$ cat src/rtl/i2s_receiver.sv
// I2S slave receiver: synchronizes BCK/LCK/DIN into the CLK domain and rebuilds
// one stereo frame per LCK period, presented with a one-cycle VALID strobe.
module i2s_receiver #(
  parameter int WIDTH       = 16,
  parameter int SYNC_STAGES = 2
) (
  input  logic             CLK,
  input  logic             RST,
  input  logic             BCK,
  input  logic             LCK,
  input  logic             DIN,
  output logic [WIDTH-1:0] SMP_L,
  output logic [WIDTH-1:0] SMP_R,
  output logic             VALID,
  output logic             ERR
);

  localparam int CNT_W = $clog2(WIDTH + 1);

  typedef enum logic [1:0] {
    IDLE,
    DELAY,
    SHIFT,
    PAD
  } state_t;

  state_t state, state_nxt;

  logic [SYNC_STAGES-1:0] bck_sync, lck_sync, din_sync;
  logic                   bck_s, lck_s, din_s, bck_d;
  logic                   brise, boundary;
  logic                   lck_q, chan, left_ok;
  logic [CNT_W-1:0]       bit_cnt;
  logic [WIDTH-1:0]       shift_reg, hold_l, word;

  logic start_word, short_word, do_shift, first_bit, word_done;

  // Identical chains keep BCK, LCK and DIN aligned after synchronization.
  always_ff @(posedge CLK or posedge RST) begin
    if (RST) begin
      bck_sync <= '0;
      lck_sync <= '0;
      din_sync <= '0;
      bck_d    <= 1'b0;
    end else begin
      // NOTE: non-blocking assignments so every flop samples pre-edge values.
      bck_sync <= {bck_sync[SYNC_STAGES-2:0], BCK};
      lck_sync <= {lck_sync[SYNC_STAGES-2:0], LCK};
      din_sync <= {din_sync[SYNC_STAGES-2:0], DIN};
      bck_d    <= bck_s;
    end
  end

  assign bck_s    = bck_sync[SYNC_STAGES-1];
  assign lck_s    = lck_sync[SYNC_STAGES-1];
  assign din_s    = din_sync[SYNC_STAGES-1];
  assign brise    = bck_s & ~bck_d;
  assign boundary = lck_s ^ lck_q;
  assign word     = {shift_reg[WIDTH-2:0], din_s};

  always_ff @(posedge CLK or posedge RST) begin
    if (RST) state <= IDLE;
    else     state <= state_nxt;
  end

  // The boundary brise is always the delay slot; the brise after it carries the MSB.
  always_comb begin
    // NOTE: every output of this block gets a default first, so no latches.
    state_nxt  = state;
    start_word = 1'b0;
    short_word = 1'b0;
    do_shift   = 1'b0;
    first_bit  = 1'b0;
    word_done  = 1'b0;
    if (brise) begin
      unique case (state)
        IDLE: begin
          if (boundary) begin
            state_nxt  = DELAY;
            start_word = 1'b1;
          end
        end
        DELAY: begin
          if (boundary) begin
            start_word = 1'b1;
            short_word = 1'b1;
          end else begin
            state_nxt = SHIFT;
            do_shift  = 1'b1;
            first_bit = 1'b1;
          end
        end
        SHIFT: begin
          if (boundary) begin
            state_nxt  = DELAY;
            start_word = 1'b1;
            short_word = 1'b1;
          end else begin
            do_shift = 1'b1;
            if (bit_cnt == CNT_W'(WIDTH - 1)) begin
              word_done = 1'b1;
              state_nxt = PAD;
            end
          end
        end
        PAD: begin
          if (boundary) begin
            state_nxt  = DELAY;
            start_word = 1'b1;
          end
        end
        default: state_nxt = IDLE;
      endcase
    end
  end

  always_ff @(posedge CLK or posedge RST) begin
    if (RST) begin
      lck_q     <= 1'b0;
      chan      <= 1'b0;
      left_ok   <= 1'b0;
      bit_cnt   <= '0;
      shift_reg <= '0;
      hold_l    <= '0;
      SMP_L     <= '0;
      SMP_R     <= '0;
      VALID     <= 1'b0;
      ERR       <= 1'b0;
    end else begin
      VALID <= 1'b0;
      ERR   <= 1'b0;
      if (brise)      lck_q <= lck_s;
      if (start_word) chan  <= lck_s;
      if (do_shift) begin
        shift_reg <= word;
        bit_cnt   <= first_bit ? CNT_W'(1) : bit_cnt + CNT_W'(1);
      end
      // Any truncated word spoils the frame; a new left word must re-qualify it.
      if (short_word) begin
        ERR     <= 1'b1;
        left_ok <= 1'b0;
      end
      if (word_done) begin
        if (!chan) begin
          hold_l  <= word;
          left_ok <= 1'b1;
        end else begin
          if (left_ok) begin
            SMP_L <= hold_l;
            SMP_R <= word;
            VALID <= 1'b1;
          end
          left_ok <= 1'b0;
        end
      end
    end
  end

endmodule

$ cat config.mk
export PLATFORM = sky130hd
export DESIGN_NAME = i2s_receiver
export DESIGN_NICKNAME = d
export VERILOG_FILES = /design/src/rtl/i2s_receiver.sv
export SDC_FILE = /design/constraint.sdc
export NUM_CORES = 1
export LEC_CHECK = 0
export CORE_ASPECT_RATIO = 0.9
export CORE_UTILIZATION = 55
export DETAILED_ROUTE_END_ITERATION = 12
export PLACE_DENSITY_LB_ADDON = 0.12
export SYNTH_ARGS = -nofsm -noshare
export SYNTH_HDL_FRONTEND = slang
export SYNTH_SLANG_ARGS = --single-unit
$ cat constraint.sdc
create_clock -name CLK -period 3.1 [get_ports CLK]
set_input_delay 0.31 -clock CLK [delete_from_list [all_inputs] [get_ports CLK]]
set_output_delay 0.31 -clock CLK [all_outputs]
set_load 0.01 [all_outputs]
==> results of run 1 <==
-- routing by layer --
metal / vias to the layer above / track usage / part of all wire
met1: 907 / 0.236 / 0.48
met5: - / 0 / 0
met2: 31 / 0.300 / 0.47
met4: 0 / 0.0805 / 0.016
li1: 818 / - / -
met3: 7 / 0.0661 / 0.030
-- worst min path at each step --
| stage | startpoint | to | slack (ns) | depth (start not counted) |
|---|---|---|---|---|
| 6_report | RST | chan | 0.33 | 2 |
| 5_1_grt | din_sync[0] | din_sync[1] | 0.37 | 0 |
| 4_1_cts | RST | lck_sync[0] | 0.34 | 2 |
| 3_5_place_dp | lck_sync[0] | lck_sync[1] | 0.34 | 0 |
| 3_3_place_gp | lck_sync[0] | lck_sync[1] | 0.33 | 0 |
| 2_1_floorplan | bck_sync[0] | bck_sync[1] | 0.33 | 0 |
-- cell usage in the layout (no fill, tap or decap), drive strengths merged --
cell           netlist  layout
xnor2                1       1
and3                 1       1
xor2                 1       1
or3                  2       2
nor4bb               1       1
a311oi               1       1
inv                  5       4
o31ai                3       3
nor2                 5       5
clkinv               0       4
buf                  7       2
mux2                66      66
nor4                 1       1
a31oi                3       3
o21bai               2       2
a211o                1       1
nor2b                1       1
clkbuf               2      11
o41ai                3       3
bufinv               0       2
nor3                 4       4
nand2                1       1
o21ai                3       3
nand2b               3       3
clkdlybuf4s50        0      38
ha                   4       4
nand4b               2       2
dfrtp               82      82
-- area by class of cell --
class | instances | area share
tap | 70 | 0.0222
inverter | 5 | 0.00507
clock buffer | 11 | 0.0333
timing repair buffer | 40 | 0.103
clock inverter | 5 | 0.0200
sequential | 82 | 0.520
multi-input combinational | 109 | 0.296
-- where the power goes --
group          switching (µW)  total [µW]  internal (µW)
Clock                     359         812            453
Sequential               73.8        1210           1140
Combinational             149         290            142
-- critical path: stages (launching register included) --
cell and delay [ns]:
dfrtp_1 0.40, ha_1 0.20, and3_1 0.15, ha_1 0.16, nand4b_1 0.24, nor3_4 0.74, mux2_2 0.42
-- cells by family after synthesis --
kind of cell	share of synthesized area
AOI/OAI and AO/OA	0.0366
xor gates and xnor gates	0.0109
adders and majority gates	0.0151
buffers and inverters	0.0294
DFF	0.618
muxes	0.245
and+or+nand+nor	0.0445
-- metrics by stage --
| step | utilization | hold WS, ns |
|---|---|---|
| floorplan | - | 0.331 |
| global placement | 0.649 | 0.331 |
| detailed placement | 0.649 | 0.340 |
| CTS | 0.686 | 0.337 |
| global route | 0.686 | 0.371 |
| finish | 0.686 | 0.328 |
==> impl_metrics.py, run 1 <==
metrics = {
    "cells_and_area": {
        "ff_latch_area_um2": 2050,
        "fin_area_um2": 3950,
        "largestRegisters": "SMP_L: 16 flops, SMP_R: 16 flops, hold_l: 16 flops",
        "drive_gt1_frac": 0.349,
        "area_growth_pct": 18.9,
        "multiInputGateArea_um2": 1170,
        "fin_cells": 322,
        "n_antenna_cell": 0,
        "num-nets-final": 256,
        "nFillCells": 406,
    },
    "floorplanning": {
        "rows": 26,
        "start_util": 0.576,
        "ios": 39,
        "die_y_um": 75.7,
        "die_w_um": 83.9,
        "die-area_um2": 6350,
        "core_um2": 5760,
    },
    "worst_setup_path": {
        "r2r_cells": 6,
        "cp-endpoint": "hold_l[4]",
        "r2r-end": "hold_l[4]",
        "cp_max_fo": 17,
        "cp.required_ns": 3.33,
        "start_kind": "flip-flop",
        "critPathCaptureType": "flip-flop",
        "rrSetupSlack_ns": 0.68,
        "r2r-start": "bit_cnt[0]",
        "critPathKind": "flip-flop to flip-flop",
        "crit_start": "bit_cnt[0]",
        "worst_ep_arrival_time_ns": 2.65,
    },
    "detailed_routing": {
        "ant_nets": 0,
        "drc": 6,
        "first_pass_iters": 8,
        "vias": 1763,
        "first_iter_violations": 62,
        "vias_per_cell": 5.48,
        "wirelength_mm": 5.08,
        "avgRoutedWirePerCell_um": 15.8,
    },
    "global_route": {
        "overflow": 0,
        "grt_pass1_wl_mm": 8.74,
        "track_usage": 0.187,
        "grt_max_degree": 49,
        "antenna_found_initial": 0,
        "grt_pass1_vias": 1800,
    },
    "placement": {
        "dp_slack_ns": 0.662,
        "io_buffer_count": 38,
        "place_inst": 306,
        "globalplace.congestion": 0.799,
        "placed_cell_area_um2": 3740,
        "dp.final_hpwl_mm": 3.26,
    },
    "sta": {
        "period_share": 0.781,
        "setup_ws_ns": 0.677,
        "hold_viol_final": 0,
        "fin_crit_ns": 2.42,
        "rsz0062_at_grt": "false",
        "finalSetupTns_ns": 0,
        "max_slew.worst_pin.slew_ns": 0.864,
        "slew_headroom": 0.422,
        "fmax_mhz": 413,
        "clock_skew_ns": 0.00601,
        "slew_viol_final": 0,
        "setup_violations": 0,
    },
    "synthesis": {
        "ys_warn_count": 0,
        "synth_area_leaders": "dfrtp_1, mux2_2, mux2_4",
        "netlist_instances": 205,
        "synth_edf_count": 0,
        "async_reset_ff_frac": 1.00,
        "yosysMostFrequentCell": "dfrtp_1",
        "ys_seq_elements": 82,
        "syn_area_um2": 3320,
        "synth_cell_type_count": 29,
        "synth_commonest_cells": "dfrtp_1, mux2_2, mux2_4",
        "yosys_most_used_dff": "dfrtp_1",
        "syn_area_per_cell_um2": 16.2,
        "syn_nets": 214,
        "ys_seq_area_frac": 0.618,
        "yosysTopAreaCellShare": 0.618,
        "synth_top_cell_by_area": "dfrtp_1",
    },
    "clock_network": {
        "htreeDepth": 3,
        "worstSkewPairLatency_ns": 0.35,
        "clk_pin_slew_ns": 0.08,
        "postCtsHoldBufs": 0,
        "clock_path_buffers": 2,
        "clock-sinks": 82,
        "cts_made_buffers": 9,
        "cts_tree": "done",
        "cts_root_buf": "clkbuf_8",
        "post_cts_resized": 0,
        "post_cts_buffers": 0,
    },
    "power_and_ir_drop": {
        "p_leak_uw": 0.00191,
        "power_uw": 2310,
        "peakVddDrop_uv": 525,
        "powerDensity_nw_per_um2": 586,
    },
    "hold_path": {
        "hp-class": "input pin to asynchronous set/reset pin",
    },
    "run_status": {
        "violations": "design-rule violations",
        "status": "complete, but fails checks",
    },
    "run": {
        "drv_cap": 0,
    },
}
No activity file was read; power rests on OpenSTA's default activity.
==> inputs of run 2 (changes only) <==
clock period = 2.4 ns   (was 3.1 ns; I/O delays follow)
==> impl_metrics.py, run 2 (synthesized netlist as in run 1, its figures left out) <==
metrics = {
    "cells_and_area": {
        "fin_area_um2": 4010,
        "mostFrequentLayoutCell": "dfrtp_1",
        "multiInputGateArea_um2": 1170,
        "area_growth_pct": 20.7,
        "drive_gt1_frac": 0.357,
        "largestRegisters": "SMP_L: 16 flops, SMP_R: 16 flops, hold_l: 16 flops",
        "ff_latch_area_um2": 2050,
        "fin_cells": 325,
        "num-nets-final": 259,
        "n_antenna_cell": 0,
        "most-common-layout-cells": "dfrtp_1, mux2_2, clkdlybuf4s50_1, mux2_4, clkbuf_8",
        "nFillCells": 405,
    },
    "global_route": {
        "overflow": 0,
        "grt_pass1_vias": 1786,
        "antenna_found_initial": 0,
        "track_usage": 0.180,
        "grt_max_degree": 83,
        "grt_pass1_wl_mm": 8.51,
    },
    "placement": {
        "dp.final_hpwl_mm": 3.05,
        "io_buffer_count": 38,
        "globalplace.congestion": 0.816,
        "placed_cell_area_um2": 3780,
        "place_inst": 309,
    },
    "floorplanning": {
        "start_util": 0.576,
        "rows": 26,
        "die-area_um2": 6350,
        "die_y_um": 75.7,
        "core_um2": 5760,
        "die_w_um": 83.9,
        "ios": 39,
    },
    "run_status": {
        "status": "complete, but fails checks",
        "violations": "design-rule violations",
    },
    "clock_network": {
        "clock-sinks": 82,
        "clock_path_buffers": 2,
        "cts_root_buf": "clkbuf_8",
        "post_cts_resized": 0,
        "worstSkewPairLatency_ns": 0.34,
        "post_cts_buffers": 0,
        "htreeDepth": 3,
        "cts_made_buffers": 9,
        "cts_tree": "done",
        "clk_pin_slew_ns": 0.07,
        "postCtsHoldBufs": 0,
    },
    "sta": {
        "clock_skew_ns": 0.00881,
        "fin_crit_ns": 2.20,
        "slew_viol_final": 0,
        "finalSetupTns_ns": 0,
        "rsz0062_at_grt": "false",
        "hold_viol_final": 0,
        "fmax_mhz": 455,
        "slew_headroom": 0.716,
        "setup_violations": 0,
        "period_share": 0.915,
        "max_slew.worst_pin.slew_ns": 0.423,
    },
    "power_and_ir_drop": {
        "power_uw": 3010,
        "p_leak_uw": 0.00193,
        "peakVddDrop_uv": 568,
        "powerDensity_nw_per_um2": 753,
    },
    "worst_setup_path": {
        "critPathCaptureType": "flip-flop",
        "critPathKind": "flip-flop to flip-flop",
        "worst_ep_arrival_time_ns": 2.42,
        "cp_max_fo": 17,
        "start_kind": "flip-flop",
        "cp.required_ns": 2.62,
    },
    "detailed_routing": {
        "ant_nets": 0,
        "avgRoutedWirePerCell_um": 15.2,
        "first_iter_violations": 62,
        "vias": 1768,
        "drt-met1-wl_mm": 2.40,
        "first_pass_iters": 8,
        "dr_wl_met3_um": 192,
        "drc": 6,
        "wirelength_mm": 4.94,
        "dr.max_layer_used": "met4",
        "vias_per_cell": 5.44,
        "wl_met2_mm": 2.28,
    },
    "run": {
        "drv_cap": 0,
    },
    "hold_path": {
        "hp-class": "input pin to asynchronous set/reset pin",
    },
}
-- run 2: cell types whose count changed in the layout (fill, tap and decap cells not counted) --
cell        previous run  this run
buf_12                 1         3
buf_4                  1         2
clkinv_4               1         0
clkinvlp_4             0         2
clkinv_2               3         1
clkbuf_8               9        10
-- run 2: power breakdown --
part,leakage [µW],internal (µW),total (µW),switching [µW]
sequential,0.00111,1470,1560,91.5
clock,0.000103,615,1080,466
combinational,0.000719,184,371,187
total,0.00193,2270,3010,745
-- run 2: worst max-delay path: stages, from the launching register on --
cell	delay (ns)
dfrtp_1	0.41
ha_1	0.22
and3_1	0.17
ha_1	0.15
nand4b_1	0.24
nor3_4	0.34
buf_12	0.20
mux2_2	0.34
-- run 2: layer usage --
metal	vias up	GRT usage
met5	-	0
met4	0	0.0862
met3	5	0.0585
met2	34	0.287
met1	908	0.231
li1	821	-
-- run 2: metrics by stage --
step / hold slack [ns] / worst slack (ns) / util
floorplan: 0.271 / 0.0516 / -
global placement: 0.332 / 0.291 / 0.657
detailed placement: 0.337 / 0.232 / 0.657
CTS: 0.309 / 0.202 / 0.696
global route: 0.318 / 0.0434 / 0.696
finish: 0.300 / 0.203 / 0.696
-- run 2: final cells by class --
class / count / area share
Timing Repair Buffer: 43 / 0.114
Sequential cell: 82 / 0.512
Clock inverter: 4 / 0.0187
Clock buffer: 12 / 0.0362
Tap cell: 70 / 0.0219
Multi-Input combinational cell: 109 / 0.292
Inverter: 5 / 0.00500
-- run 2: worst paths after layout --
check	end	slack, ns	startpoint	cells past startpoint
setup / recovery	SMP_R[2]	0.20	bit_cnt[0]	7
hold / removal	lck_sync[0]	0.30	RST	3
setup reg to reg	SMP_R[2]	0.20	bit_cnt[0]	7
hold reg to reg	lck_sync[1]	0.35	lck_sync[0]	0
max in group asynchronous	SMP_R[10]	1.78	RST	3
min in group CLK	lck_sync[0]	0.34	LCK	1
